**src/rtl/dsk_sector_server_pkg.sv**
```systemverilog
// Shared types and constants for the DSK sector server (SDRAM-backed wd1793 sector responder).
package dsk_server_pkg;

  typedef enum logic [3:0] {
    IDLE, RD_REQ, RD_WAIT, RD_LO, RD_HI,
    WR_SETUP, WR_LO, WR_HI, WR_REQ, WR_WAIT, DONE
  } state_e;

  localparam int SECTOR_BYTES     = 512;
  localparam int WORDS_PER_SECTOR = 256;
  localparam logic [23:0] DEF_IMG_BASE = 24'h100000;

  // (lba+1)*512 <= size  <=>  lba+1 <= size/512; 33 bits so lba = 2^32-1 cannot wrap
  function automatic logic lba_in_range(input logic [31:0] lba, input logic [31:0] size);
    return ({1'b0, lba} + 33'd1) <= {10'd0, size[31:9]};
  endfunction

endpackage

```
**src/rtl/dsk_sector_server_if.sv**
```systemverilog
// Sector buffer bus between the wd1793 initiator (master) and the sector server (slave).
interface dsk_sector_server_if;
  logic [31:0] sd_lba;
  logic        sd_rd;
  logic        sd_wr;
  logic        sd_ack;
  logic [8:0]  sd_buff_addr;
  logic [7:0]  sd_buff_dout;
  logic        sd_buff_wr;
  logic [7:0]  sd_buff_din;

  modport master (output sd_lba, sd_rd, sd_wr, sd_buff_din,
                  input  sd_ack, sd_buff_addr, sd_buff_dout, sd_buff_wr);
  modport slave  (input  sd_lba, sd_rd, sd_wr, sd_buff_din,
                  output sd_ack, sd_buff_addr, sd_buff_dout, sd_buff_wr);
endinterface

```
**src/rtl/dsk_sector_server_toggle_req_port.sv**
```systemverilog
// Toggle req/ack SDRAM port: one outstanding request, busy while req differs from ack.
module toggle_req_port (
  input  logic clk,
  input  logic reset_n,
  input  logic start,
  input  logic mem_ack,
  output logic mem_req,
  output logic busy
);
  logic mem_req_q, mem_req_d;

  always_comb mem_req_d = start ? ~mem_req_q : mem_req_q;

  // Reset adopts the current ack so the SDRAM side never sees a phantom request.
  always_ff @(posedge clk) begin
    if (!reset_n) mem_req_q <= mem_ack;
    else          mem_req_q <= mem_req_d;
  end

  assign mem_req = mem_req_q;
  assign busy    = mem_req_q ^ mem_ack;
endmodule

```
**src/rtl/dsk_sector_server.sv**
```systemverilog
// Serves 512-byte DSK sectors from an SDRAM-resident image over the sd_* sector bus.
// Optional DSK_SERVER_WP_EN adds a wp input that suppresses SDRAM writes.
module dsk_sector_server
  import dsk_server_pkg::*;
#(
  parameter int               ADDR_W   = 24,
  parameter logic [ADDR_W-1:0] IMG_BASE = ADDR_W'(DEF_IMG_BASE)
) (
  input  logic              clk_sys,
  input  logic              reset_n,
  input  logic              img_mounted,
  input  logic [31:0]       img_size,
  dsk_sector_server_if.slave sd,
`ifdef DSK_SERVER_WP_EN
  input  logic              wp,
`endif
  output logic              mem_req,
  input  logic              mem_ack,
  output logic [ADDR_W-1:0] mem_a,
  output logic              mem_we,
  output logic [1:0]        mem_ds,
  output logic [15:0]       mem_d,
  input  logic [15:0]       mem_q
);
  state_e            state_q, state_d;
  logic [31:0]       size_q, size_d;
  logic [31:0]       lba_q, lba_d;
  logic              range_q, range_d;
  logic [7:0]        k_q, k_d;
  logic [7:0]        byte_q, byte_d;
  logic              ack_q, ack_d;
  logic [8:0]        baddr_q, baddr_d;
  logic [7:0]        bdout_q, bdout_d;
  logic              bwr_q, bwr_d;
  logic [ADDR_W-1:0] mem_a_q, mem_a_d;
  logic              mem_we_q, mem_we_d;
  logic [15:0]       mem_d_q, mem_d_d;
  logic              start, busy, wp_i;
  logic [ADDR_W-1:0] word_addr;

`ifdef DSK_SERVER_WP_EN
  assign wp_i = wp;
`else
  assign wp_i = 1'b0;
`endif

  toggle_req_port u_port (
    .clk(clk_sys), .reset_n(reset_n), .start(start),
    .mem_ack(mem_ack), .mem_req(mem_req), .busy(busy)
  );

  assign word_addr = ADDR_W'(40'(IMG_BASE) + {lba_q, 8'h00} + 40'(k_q));

  always_comb begin
    state_d  = state_q;
    size_d   = img_mounted ? img_size : size_q;
    lba_d    = lba_q;
    range_d  = range_q;
    k_d      = k_q;
    byte_d   = byte_q;
    ack_d    = ack_q;
    baddr_d  = baddr_q;
    bdout_d  = bdout_q;
    bwr_d    = 1'b0;
    mem_a_d  = mem_a_q;
    mem_we_d = mem_we_q;
    mem_d_d  = mem_d_q;
    start    = 1'b0;
    case (state_q)
      IDLE: if (sd.sd_rd || sd.sd_wr) begin
        lba_d   = sd.sd_lba;
        // range flag doubles as "touch SDRAM": a protected write never does
        range_d = lba_in_range(sd.sd_lba, size_q) && (sd.sd_rd || !wp_i);
        k_d     = 8'd0;
        ack_d   = 1'b1;
        baddr_d = 9'd0;
        state_d = sd.sd_rd ? RD_REQ : WR_SETUP;
      end
      RD_REQ: if (range_q) begin
        start    = 1'b1;
        mem_a_d  = word_addr;
        mem_we_d = 1'b0;
        state_d  = RD_WAIT;
      end else begin
        bwr_d   = 1'b1;
        baddr_d = {k_q, 1'b0};
        bdout_d = 8'h00;
        byte_d  = 8'h00;
        state_d = RD_LO;
      end
      RD_WAIT: if (!busy) begin
        bwr_d   = 1'b1;
        baddr_d = {k_q, 1'b0};
        bdout_d = mem_q[7:0];
        byte_d  = mem_q[15:8];
        state_d = RD_LO;
      end
      RD_LO: begin
        bwr_d   = 1'b1;
        baddr_d = {k_q, 1'b1};
        bdout_d = byte_q;
        state_d = RD_HI;
      end
      RD_HI: if (k_q == 8'hFF) begin
        ack_d   = 1'b0;
        state_d = DONE;
      end else begin
        k_d     = k_q + 8'd1;
        state_d = RD_REQ;
      end
      // Odd address goes out while the even byte is still in flight on sd_buff_din.
      WR_SETUP: begin
        baddr_d = {k_q, 1'b1};
        state_d = WR_LO;
      end
      WR_LO: begin
        byte_d  = sd.sd_buff_din;
        state_d = WR_HI;
      end
      WR_HI: if (range_q) begin
        mem_a_d  = word_addr;
        mem_d_d  = {sd.sd_buff_din, byte_q};
        mem_we_d = 1'b1;
        state_d  = WR_REQ;
      end else if (k_q == 8'hFF) begin
        ack_d   = 1'b0;
        state_d = DONE;
      end else begin
        k_d     = k_q + 8'd1;
        baddr_d = {k_q + 8'd1, 1'b0};
        state_d = WR_SETUP;
      end
      WR_REQ: begin
        start   = 1'b1;
        state_d = WR_WAIT;
      end
      WR_WAIT: if (!busy) begin
        mem_we_d = 1'b0;
        if (k_q == 8'hFF) begin
          ack_d   = 1'b0;
          state_d = DONE;
        end else begin
          k_d     = k_q + 8'd1;
          baddr_d = {k_q + 8'd1, 1'b0};
          state_d = WR_SETUP;
        end
      end
      DONE: if (!sd.sd_rd && !sd.sd_wr) state_d = IDLE;
      default: state_d = IDLE;
    endcase
  end

  always_ff @(posedge clk_sys) begin
    if (!reset_n) begin
      state_q  <= IDLE;
      size_q   <= 32'd0;
      lba_q    <= 32'd0;
      range_q  <= 1'b0;
      k_q      <= 8'd0;
      byte_q   <= 8'd0;
      ack_q    <= 1'b0;
      baddr_q  <= 9'd0;
      bdout_q  <= 8'd0;
      bwr_q    <= 1'b0;
      mem_a_q  <= '0;
      mem_we_q <= 1'b0;
      mem_d_q  <= 16'd0;
    end else begin
      state_q  <= state_d;
      size_q   <= size_d;
      lba_q    <= lba_d;
      range_q  <= range_d;
      k_q      <= k_d;
      byte_q   <= byte_d;
      ack_q    <= ack_d;
      baddr_q  <= baddr_d;
      bdout_q  <= bdout_d;
      bwr_q    <= bwr_d;
      mem_a_q  <= mem_a_d;
      mem_we_q <= mem_we_d;
      mem_d_q  <= mem_d_d;
    end
  end

  assign sd.sd_ack       = ack_q;
  assign sd.sd_buff_addr = baddr_q;
  assign sd.sd_buff_dout = bdout_q;
  assign sd.sd_buff_wr   = bwr_q;
  assign mem_a           = mem_a_q;
  assign mem_we          = mem_we_q;
  assign mem_d           = mem_d_q;
  assign mem_ds          = 2'b11;
endmodule

```
**src/flat_wrapper.sv**
```systemverilog
// flat-port wrapper written by rule: the top's interface ports become plain ports
module dsk_sector_server_flat import dsk_server_pkg::*;
#(
  parameter int               ADDR_W   = 24,
  parameter logic [ADDR_W-1:0] IMG_BASE = ADDR_W'(DEF_IMG_BASE)
)
  (clk_sys, reset_n, img_mounted, img_size, mem_req, mem_ack, mem_a, mem_we, mem_ds, mem_d, mem_q, sd_sd_lba, sd_sd_rd, sd_sd_wr, sd_sd_buff_din, sd_sd_ack, sd_sd_buff_addr, sd_sd_buff_dout, sd_sd_buff_wr);
  dsk_sector_server_if sd_i ();
  input  logic clk_sys;
  input  logic reset_n;
  input  logic img_mounted;
  input  logic [31:0] img_size;
  output logic mem_req;
  input  logic mem_ack;
  output logic [ADDR_W-1:0] mem_a;
  output logic mem_we;
  output logic [1:0] mem_ds;
  output logic [15:0] mem_d;
  input  logic [15:0] mem_q;
  input wire logic [$bits(sd_i.sd_lba)-1:0] sd_sd_lba;
  input wire logic [$bits(sd_i.sd_rd)-1:0] sd_sd_rd;
  input wire logic [$bits(sd_i.sd_wr)-1:0] sd_sd_wr;
  input wire logic [$bits(sd_i.sd_buff_din)-1:0] sd_sd_buff_din;
  output wire logic [$bits(sd_i.sd_ack)-1:0] sd_sd_ack;
  output wire logic [$bits(sd_i.sd_buff_addr)-1:0] sd_sd_buff_addr;
  output wire logic [$bits(sd_i.sd_buff_dout)-1:0] sd_sd_buff_dout;
  output wire logic [$bits(sd_i.sd_buff_wr)-1:0] sd_sd_buff_wr;
  assign sd_i.sd_lba = sd_sd_lba;
  assign sd_i.sd_rd = sd_sd_rd;
  assign sd_i.sd_wr = sd_sd_wr;
  assign sd_i.sd_buff_din = sd_sd_buff_din;
  assign sd_sd_ack = sd_i.sd_ack;
  assign sd_sd_buff_addr = sd_i.sd_buff_addr;
  assign sd_sd_buff_dout = sd_i.sd_buff_dout;
  assign sd_sd_buff_wr = sd_i.sd_buff_wr;
  dsk_sector_server #(.ADDR_W(ADDR_W), .IMG_BASE(IMG_BASE)) u_core (.clk_sys(clk_sys), .reset_n(reset_n), .img_mounted(img_mounted), .img_size(img_size), .sd(sd_i), .mem_req(mem_req), .mem_ack(mem_ack), .mem_a(mem_a), .mem_we(mem_we), .mem_ds(mem_ds), .mem_d(mem_d), .mem_q(mem_q));
endmodule
```
**config.mk**
```make
export PLATFORM = sky130hd
export DESIGN_NAME = dsk_sector_server_flat
export DESIGN_NICKNAME = d
export VERILOG_FILES = /design/src/rtl/dsk_sector_server_pkg.sv /design/src/rtl/dsk_sector_server_if.sv /design/src/rtl/dsk_sector_server_toggle_req_port.sv /design/src/rtl/dsk_sector_server.sv /design/src/flat_wrapper.sv
export SDC_FILE = /design/constraint.sdc
export NUM_CORES = 1
export LEC_CHECK = 0
export ABC_AREA = 1
export CAP_MARGIN = 20
export CELL_PAD_IN_SITES_DETAIL_PLACEMENT = 1
export CELL_PAD_IN_SITES_GLOBAL_PLACEMENT = 1
export CORE_AREA = 4 4 148 150
export DETAILED_ROUTE_END_ITERATION = 16
export DIE_AREA = 0 0 152 154
export GPL_TIMING_DRIVEN = 0
export PLACE_DENSITY_LB_ADDON = 0.1
export SYNTH_ARGS = -nofsm -noshare
export SYNTH_HDL_FRONTEND = slang
export SYNTH_HIERARCHICAL = 1
export SYNTH_SLANG_ARGS = --single-unit
```
**constraint.sdc**
```tcl
create_clock -name clk_sys -period 2.87 [get_ports clk_sys]
set_input_delay 0.861 -clock clk_sys [delete_from_list [all_inputs] [get_ports clk_sys]]
set_output_delay 0.861 -clock clk_sys [all_outputs]
set_load 0.01 [all_outputs]
```
## Word-level counts from Yosys, hierarchy flattened

Cells that the tools add are included.

- $add $sub $neg: 4
- Equality and inequality tests: 20
- Reduce and logical (&&, ||, !) cells: 21
- Bitwise gates (word level): 2
- Magnitude comparators: 1
- Mux-type cells: 43

Operators with widths:

| cell | count |
|---|---|
| 8-bit two-way mux | 7 |
| 9-bit two-way mux | 6 |
| 9-bit case mux with 6 select lines | 1 |
| 8-bit case mux with 3 select lines | 2 |
| 4-bit case mux with 11 select lines | 1 |
| 32-bit by 1-bit adder with 33-bit output, second input constant | 1 |
| 33-bit by 23-bit <= comparator with 1-bit output | 1 |
| 8-bit case mux with 4 select lines | 1 |
| 4-bit two-way mux | 7 |
| 21-bit by 24-bit adder with 24-bit output, first input constant | 1 |
| 24-bit by 8-bit adder with 24-bit output | 1 |
| 4-bit by 3-bit equality test with 1-bit output, second input constant | 4 |
| 1-bit two-way mux | 13 |
| 4-bit equality test, second input constant | 3 |
| 4-bit AND reduction | 3 |
| 2-bit by 1-bit inequality test with 1-bit output, second input constant | 5 |
| 3-bit nonzero test | 3 |
| 8-bit by 1-bit adder with 8-bit output, second input constant | 1 |
| 4-bit by 2-bit equality test with 1-bit output, second input constant | 2 |
| 8-bit equality test, second input constant | 1 |
| 2-bit inequality test, second input constant | 4 |
| 1-bit case mux with 3 select lines | 2 |
| 2-bit AND reduction | 3 |
| 3-bit AND reduction | 2 |
| other kinds (14) | 16 |

- Output and inout bits: 63
- Input bits: 94
- Flip-flop bits (word level): 130
- Word-level logic and storage cells: 105

## Longest topological paths before layout

- Word-level depth: 4
- Depth in mapped cells: 23
- Mapped depth without buffers: 23

## Cells and area by module

Netlist, hierarchy kept.

Modules (own cells, without submodules):

| module | instances | sequential area each (um2) | cells each | area an instance (um2) |
|---|---|---|---|---|
| dsk_sector_server | 1 | 2402.3 | 904 | 6252.2 |
| toggle_req_port | 1 | 30.0 | 12 | 71.3 |

## Worst setup path after synthesis

Ideal clock, no wire load.

- Path kind: input to register
- From: input sd_sd_lba[0]
- To: register u_core.range_q
- Setup slack: -0.043 ns
- Setup time: 0.072 ns
- Stages on the path: 19
- Path buffers: 0
- Required time: 2.798 ns
- Data arrival time: 2.841 ns
- Path through: ha_1 nand2_1 nor2_2 nand2_1 nor2_1 nand2_1 nor2_1 nand2_1 xor2_1 inv_1 ha_1 nand2_1 inv_1 nand4_1 nor2_1 nand4_1 nand2_1 nand2_1 a21oi_1

- Longest elaborated chain between the ends: 2

RTL lines:

| what | line | text |
|---|---|---|
| from (decl) | flat_wrapper.sv:20 | `input wire logic [$bits(sd_i.sd_lba)-1:0] sd_sd_lba;` |
| 32-bit by 1-bit adder with 33-bit output | dsk_sector_server_pkg.sv:15 | `return ({1'b0, lba} + 33'd1) <= {10'd0, size[31:9]};` |
| 33-bit by 23-bit <= comparator with 1-bit output | dsk_sector_server_pkg.sv:15 |  |
| to (signal assigned) | dsk_sector_server.sv:172 | `range_q <= range_d;` |
| to (decl) | dsk_sector_server.sv:28 | `logic range_q, range_d;` |

Every way passes these cells.
A chain may end at the register's enable or synchronous reset.

## Worst setup path after layout

- From: input sd_sd_lba[11]
- To: register u_core.range_q

The elaborated chain is that of the path after synthesis.

==> reports/qor.tcl <==
set qor(synth_cell_types) 39
set qor(grt_pass1_wl_mm) 36.6
set qor(static-leakage-power_nw) 3.74
set qor(synth_cells) 916
set qor(routed_via_density) 4.83
set qor(timing.final.hold_violations) 0
set qor(drt-wirelength-per-cell_um) 16.8
set qor(final_net_count) 1217
set qor(synth.cell_area_mm2) 0.00632
set qor(buffer_ports.inserted) 145
set qor(worst_setup_path_end_kind) {flip-flop}
set qor(post_route_clock_period_utilization_pct) 96.5
set qor(synth_enable_flop_cells) 1
set qor(ir_drop_mv) 0.394
set qor(grt_util_all_layers_pct) 19.5
set qor(critical_path_peak_fanout) 4
set qor(pin_count_of_the_biggest_net_entering_global_routing) 17
set qor(design.portCount) 157
set qor(worstSkewPairLatency_ns) 0.42
set qor(finish.cell_count_without_fillers) 1387
set qor(grt_antenna_before_repair) 0
set qor(critical_path_arrival_ns) 3.11
set qor(wirelength_mm) 23.4
set qor(slew_at_the_pin_with_the_worst_max_slew_slack_ns) 0.656
set qor(synthesis.yosys.warnings) 6
set qor(std_cell_rows) 53
set qor(drt_iter0_markers) 256
set qor(synth_commonest_cells) {sky130_fd_sc_hd__nand2_1, sky130_fd_sc_hd__dfxtp_1, sky130_fd_sc_hd__nor2_1, sky130_fd_sc_hd__o21ai_0, sky130_fd_sc_hd__inv_1}
set qor(critical_path_class) {in -> reg}
set qor(drive_above_1_share_pct) 13.9
set qor(final.hold.worst_slack_ns) 0.453
set qor(clock-sinks) 121
set qor(finalMaxSlewViolations) 0
set qor(core_region_area_mm2) 0.0207
set qor(synth_seq_area_share_pct) 38.5
set qor(start_kind) {primary input}
set qor(detail_route.first_pass.iterations) 5
set qor(die_x_um) 152
set qor(clk_pin_slew_worst_paths_ns) 0.06
set qor(dp_hpwl_mm) 17.7
set qor(die_h_um) 154
set qor(postSynthAreaPerCell_um2) 6.90
set qor(die_area_mm2) 0.0234
set qor(postSynthRegisterBits) 121
set qor(cell_type_with_the_highest_aggregate_area_in_the_netlist) {sky130_fd_sc_hd__dfxtp_1}
set qor(asyncSetResetFlopFracSynth_pct) 0
set qor(postSynth.topFlopCell) {sky130_fd_sc_hd__dfxtp_1}
set qor(cts_max_level) 4
set qor(ff2ff_setup_slack_ns) 0.55
set qor(unrepaired_setup_endpoints_after_global_routing) {true}
set qor(worst_slew_margin_pct) 56.3
set qor(postLayoutSetupSlackWorst_ns) 0.0992
set qor(hold_buffers) 0
set qor(outcome) {completed}
set qor(power.density_mw_per_mm2) 674
set qor(final_period_minus_worst_setup_slack_ns) 2.77
set qor(cts_made_buffers) 17
set qor(routabilityCongestion) 0.889
set qor(num_vias) 6695
set qor(fmax_mhz) 361
set qor(place_ws_ns) -1.37
set qor(first_global_vias) 6882
set qor(timing.clock.skew_ns) 0.0117
set qor(initial_utilization_pct) 30.6
set qor(drc) 0
set qor(yosys.area.top_type_share_pct) 38.0
set qor(global_route.overflow_total) 0
set qor(hp-class) {reg -> reg}
set qor(cap_violations) 0
set qor(synthTopCellsByArea) {sky130_fd_sc_hd__dfxtp_1, sky130_fd_sc_hd__nand2_1, sky130_fd_sc_hd__o21ai_0, sky130_fd_sc_hd__a21oi_1, sky130_fd_sc_hd__nor2_1}
set qor(postRouteAntennaNets) 0
set qor(fin_util_pct) 43.6
set qor(finalSetupViolCount) 0
set qor(tritoncts_clock_tree) {built}
set qor(crit_required_ns) 3.21
set qor(clock-root-buffer) {sky130_fd_sc_hd__clkbuf_16}
set qor(areaGrowthSynthToFinish_pct) 42.5
set qor(yosys.cell_count.top_type) {sky130_fd_sc_hd__nand2_1}
set qor(cts_max_path_buffers) 2
set qor(dp.cells) 1337
[placed cells by master (no fill, tap or decap), drive strengths merged]
master | synthesis | final
a32o | 4 | 4
diode | 0 | 2
xnor2 | 9 | 9
a21oi | 89 | 89
a211oi | 1 | 1
nor2 | 125 | 125
nand2 | 192 | 192
nand3b | 5 | 5
dlygate4sd2 | 0 | 2
clkinv | 2 | 8
edfxtp | 1 | 1
o211ai | 2 | 2
nor4 | 1 | 1
nand3 | 26 | 26
clkinvlp | 0 | 3
clkdlybuf4s50 | 0 | 125
xor2 | 17 | 17
o31ai | 1 | 1
inv | 109 | 112
and3 | 1 | 1
bufinv | 0 | 1
conb | 1 | 2
a21o | 2 | 2
dlymetal6s2s | 0 | 2
buf | 10 | 37
clkbuf | 22 | 46
ha | 26 | 26
nand4 | 12 | 12
nor3 | 5 | 5
o21ai | 111 | 111
o22ai | 1 | 1
a31oi | 17 | 17
a22oi | 3 | 3
and2 | 1 | 1
dfxtp | 120 | 120
[cell families after synthesis]
| group | after synthesis | synth area share, % |
|---|---|---|
| other | 1 | 0.0593 |
| buffers and inverters | 143 | 8.90 |
| and+or+nand+nor | 368 | 24.5 |
| AOI/OAI and AO/OA | 231 | 19.3 |
| xor gates and xnor gates | 26 | 3.60 |
| adders and majority gates | 26 | 5.14 |
| DFF | 121 | 38.5 |
[report_power, final]
| part | switching [mW] | internal [mW] |
|---|---|---|
| clock | 0.853 | 1.22 |
| sequential | 0.156 | 1.94 |
| combinational | 1.22 | 0.680 |
[metrics by stage]
| stage | TNS, ns | power (mW) | instance area, µm² |
|---|---|---|---|
| 3_3_place_gp | -1.64 | 3.97 | 8130 |
| 4_1_cts | 0 | 6.10 | 8840 |
| 3_5_place_dp | -1.65 | 3.99 | 8130 |
| 5_1_grt | -0.0919 | 6.45 | 9010 |
| 2_1_floorplan | 0 | 3.24 | 6330 |
| 6_report | 0 | 6.07 | 9010 |
[flip-flops by register name, indices dropped and copies added (netlist names)]
name	flops
u_core/size_q	23
u_core/range_q	1
u_core/lba_q	16
u_core/mem_d	16
u_core/state_q	4
u_core/u_port/mem_req	1
u_core/sd.sd_buff_wr	1
u_core/sd.sd_buff_addr	9
u_core/byte_q	8
u_core/sd.sd_buff_dout	8
u_core/sd.sd_ack	1
u_core/mem_we	1
u_core/k_q	8
u_core/mem_a	24
[metal layers]
metal	GRT usage [%]	routed length, µm	up-vias
li1	-	-	3364
met1	25.1	10800	3156
met2	32.9	11100	152
met3	4.81	1180	23
met4	5.14	311	0
met5	0	0	-
[final timing paths]
| check | cells after the start | endpoint | start |
|---|---|---|---|
| worst max-delay path | 18 | u_core/range_q$_SDFFE_PN0P_ | sd_sd_lba[11] |
| worst min-delay path | 2 | u_core/lba_q[10]$_SDFFE_PN0P_ | u_core/lba_q[10]$_SDFFE_PN0P_ |
| worst max register to register | 7 | u_core/lba_q[9]$_SDFFE_PN0P_ | u_core/state_q[1]$_SDFFE_PN0P_ |
| worst min register to register | 2 | u_core/lba_q[10]$_SDFFE_PN0P_ | u_core/lba_q[10]$_SDFFE_PN0P_ |
[critical path, stage by stage]
cell and delay, ns:
sky130_fd_sc_hd__clkbuf_4 0.16, sky130_fd_sc_hd__nand2_2 0.09, sky130_fd_sc_hd__nor2_2 0.15, sky130_fd_sc_hd__nand2_2 0.07, sky130_fd_sc_hd__nor2_4 0.15, sky130_fd_sc_hd__nand2_2 0.10, sky130_fd_sc_hd__buf_6 0.13, sky130_fd_sc_hd__xnor2_2 0.12
sky130_fd_sc_hd__ha_1 0.33, sky130_fd_sc_hd__a21oi_2 0.14, sky130_fd_sc_hd__nor2_1 0.06, sky130_fd_sc_hd__a211oi_2 0.27, sky130_fd_sc_hd__nand2_1 0.09, sky130_fd_sc_hd__nand2_1 0.07, sky130_fd_sc_hd__nand2_1 0.05, sky130_fd_sc_hd__nand2_1 0.07
sky130_fd_sc_hd__nand2_2 0.08, sky130_fd_sc_hd__a21oi_2 0.13
[final cells by class]
cell class,instances,area [µm²]
clock inverters,13,120
clock buffers,19,443
inverters,111,419
fillers,2612,11700
flip-flops and latches,121,2430
multi-input cells,653,3560
repair buffers,161,1540
well taps,275,344
diodes,2,5.00
plain buffers,32,144
[timing repair]
| item | CTS | global route |
|---|---|---|
| endpoints found under the setup margin | 1 | 1 |
| gates resized for setup | 83 | 69 |
| buffers inserted | 7 | 9 |
| pin swaps | 10 | 20 |
| gates cloned | 0 | 0 |
| hold endpoints to repair | 0 | 0 |
(Power assumes the default switching activity.)
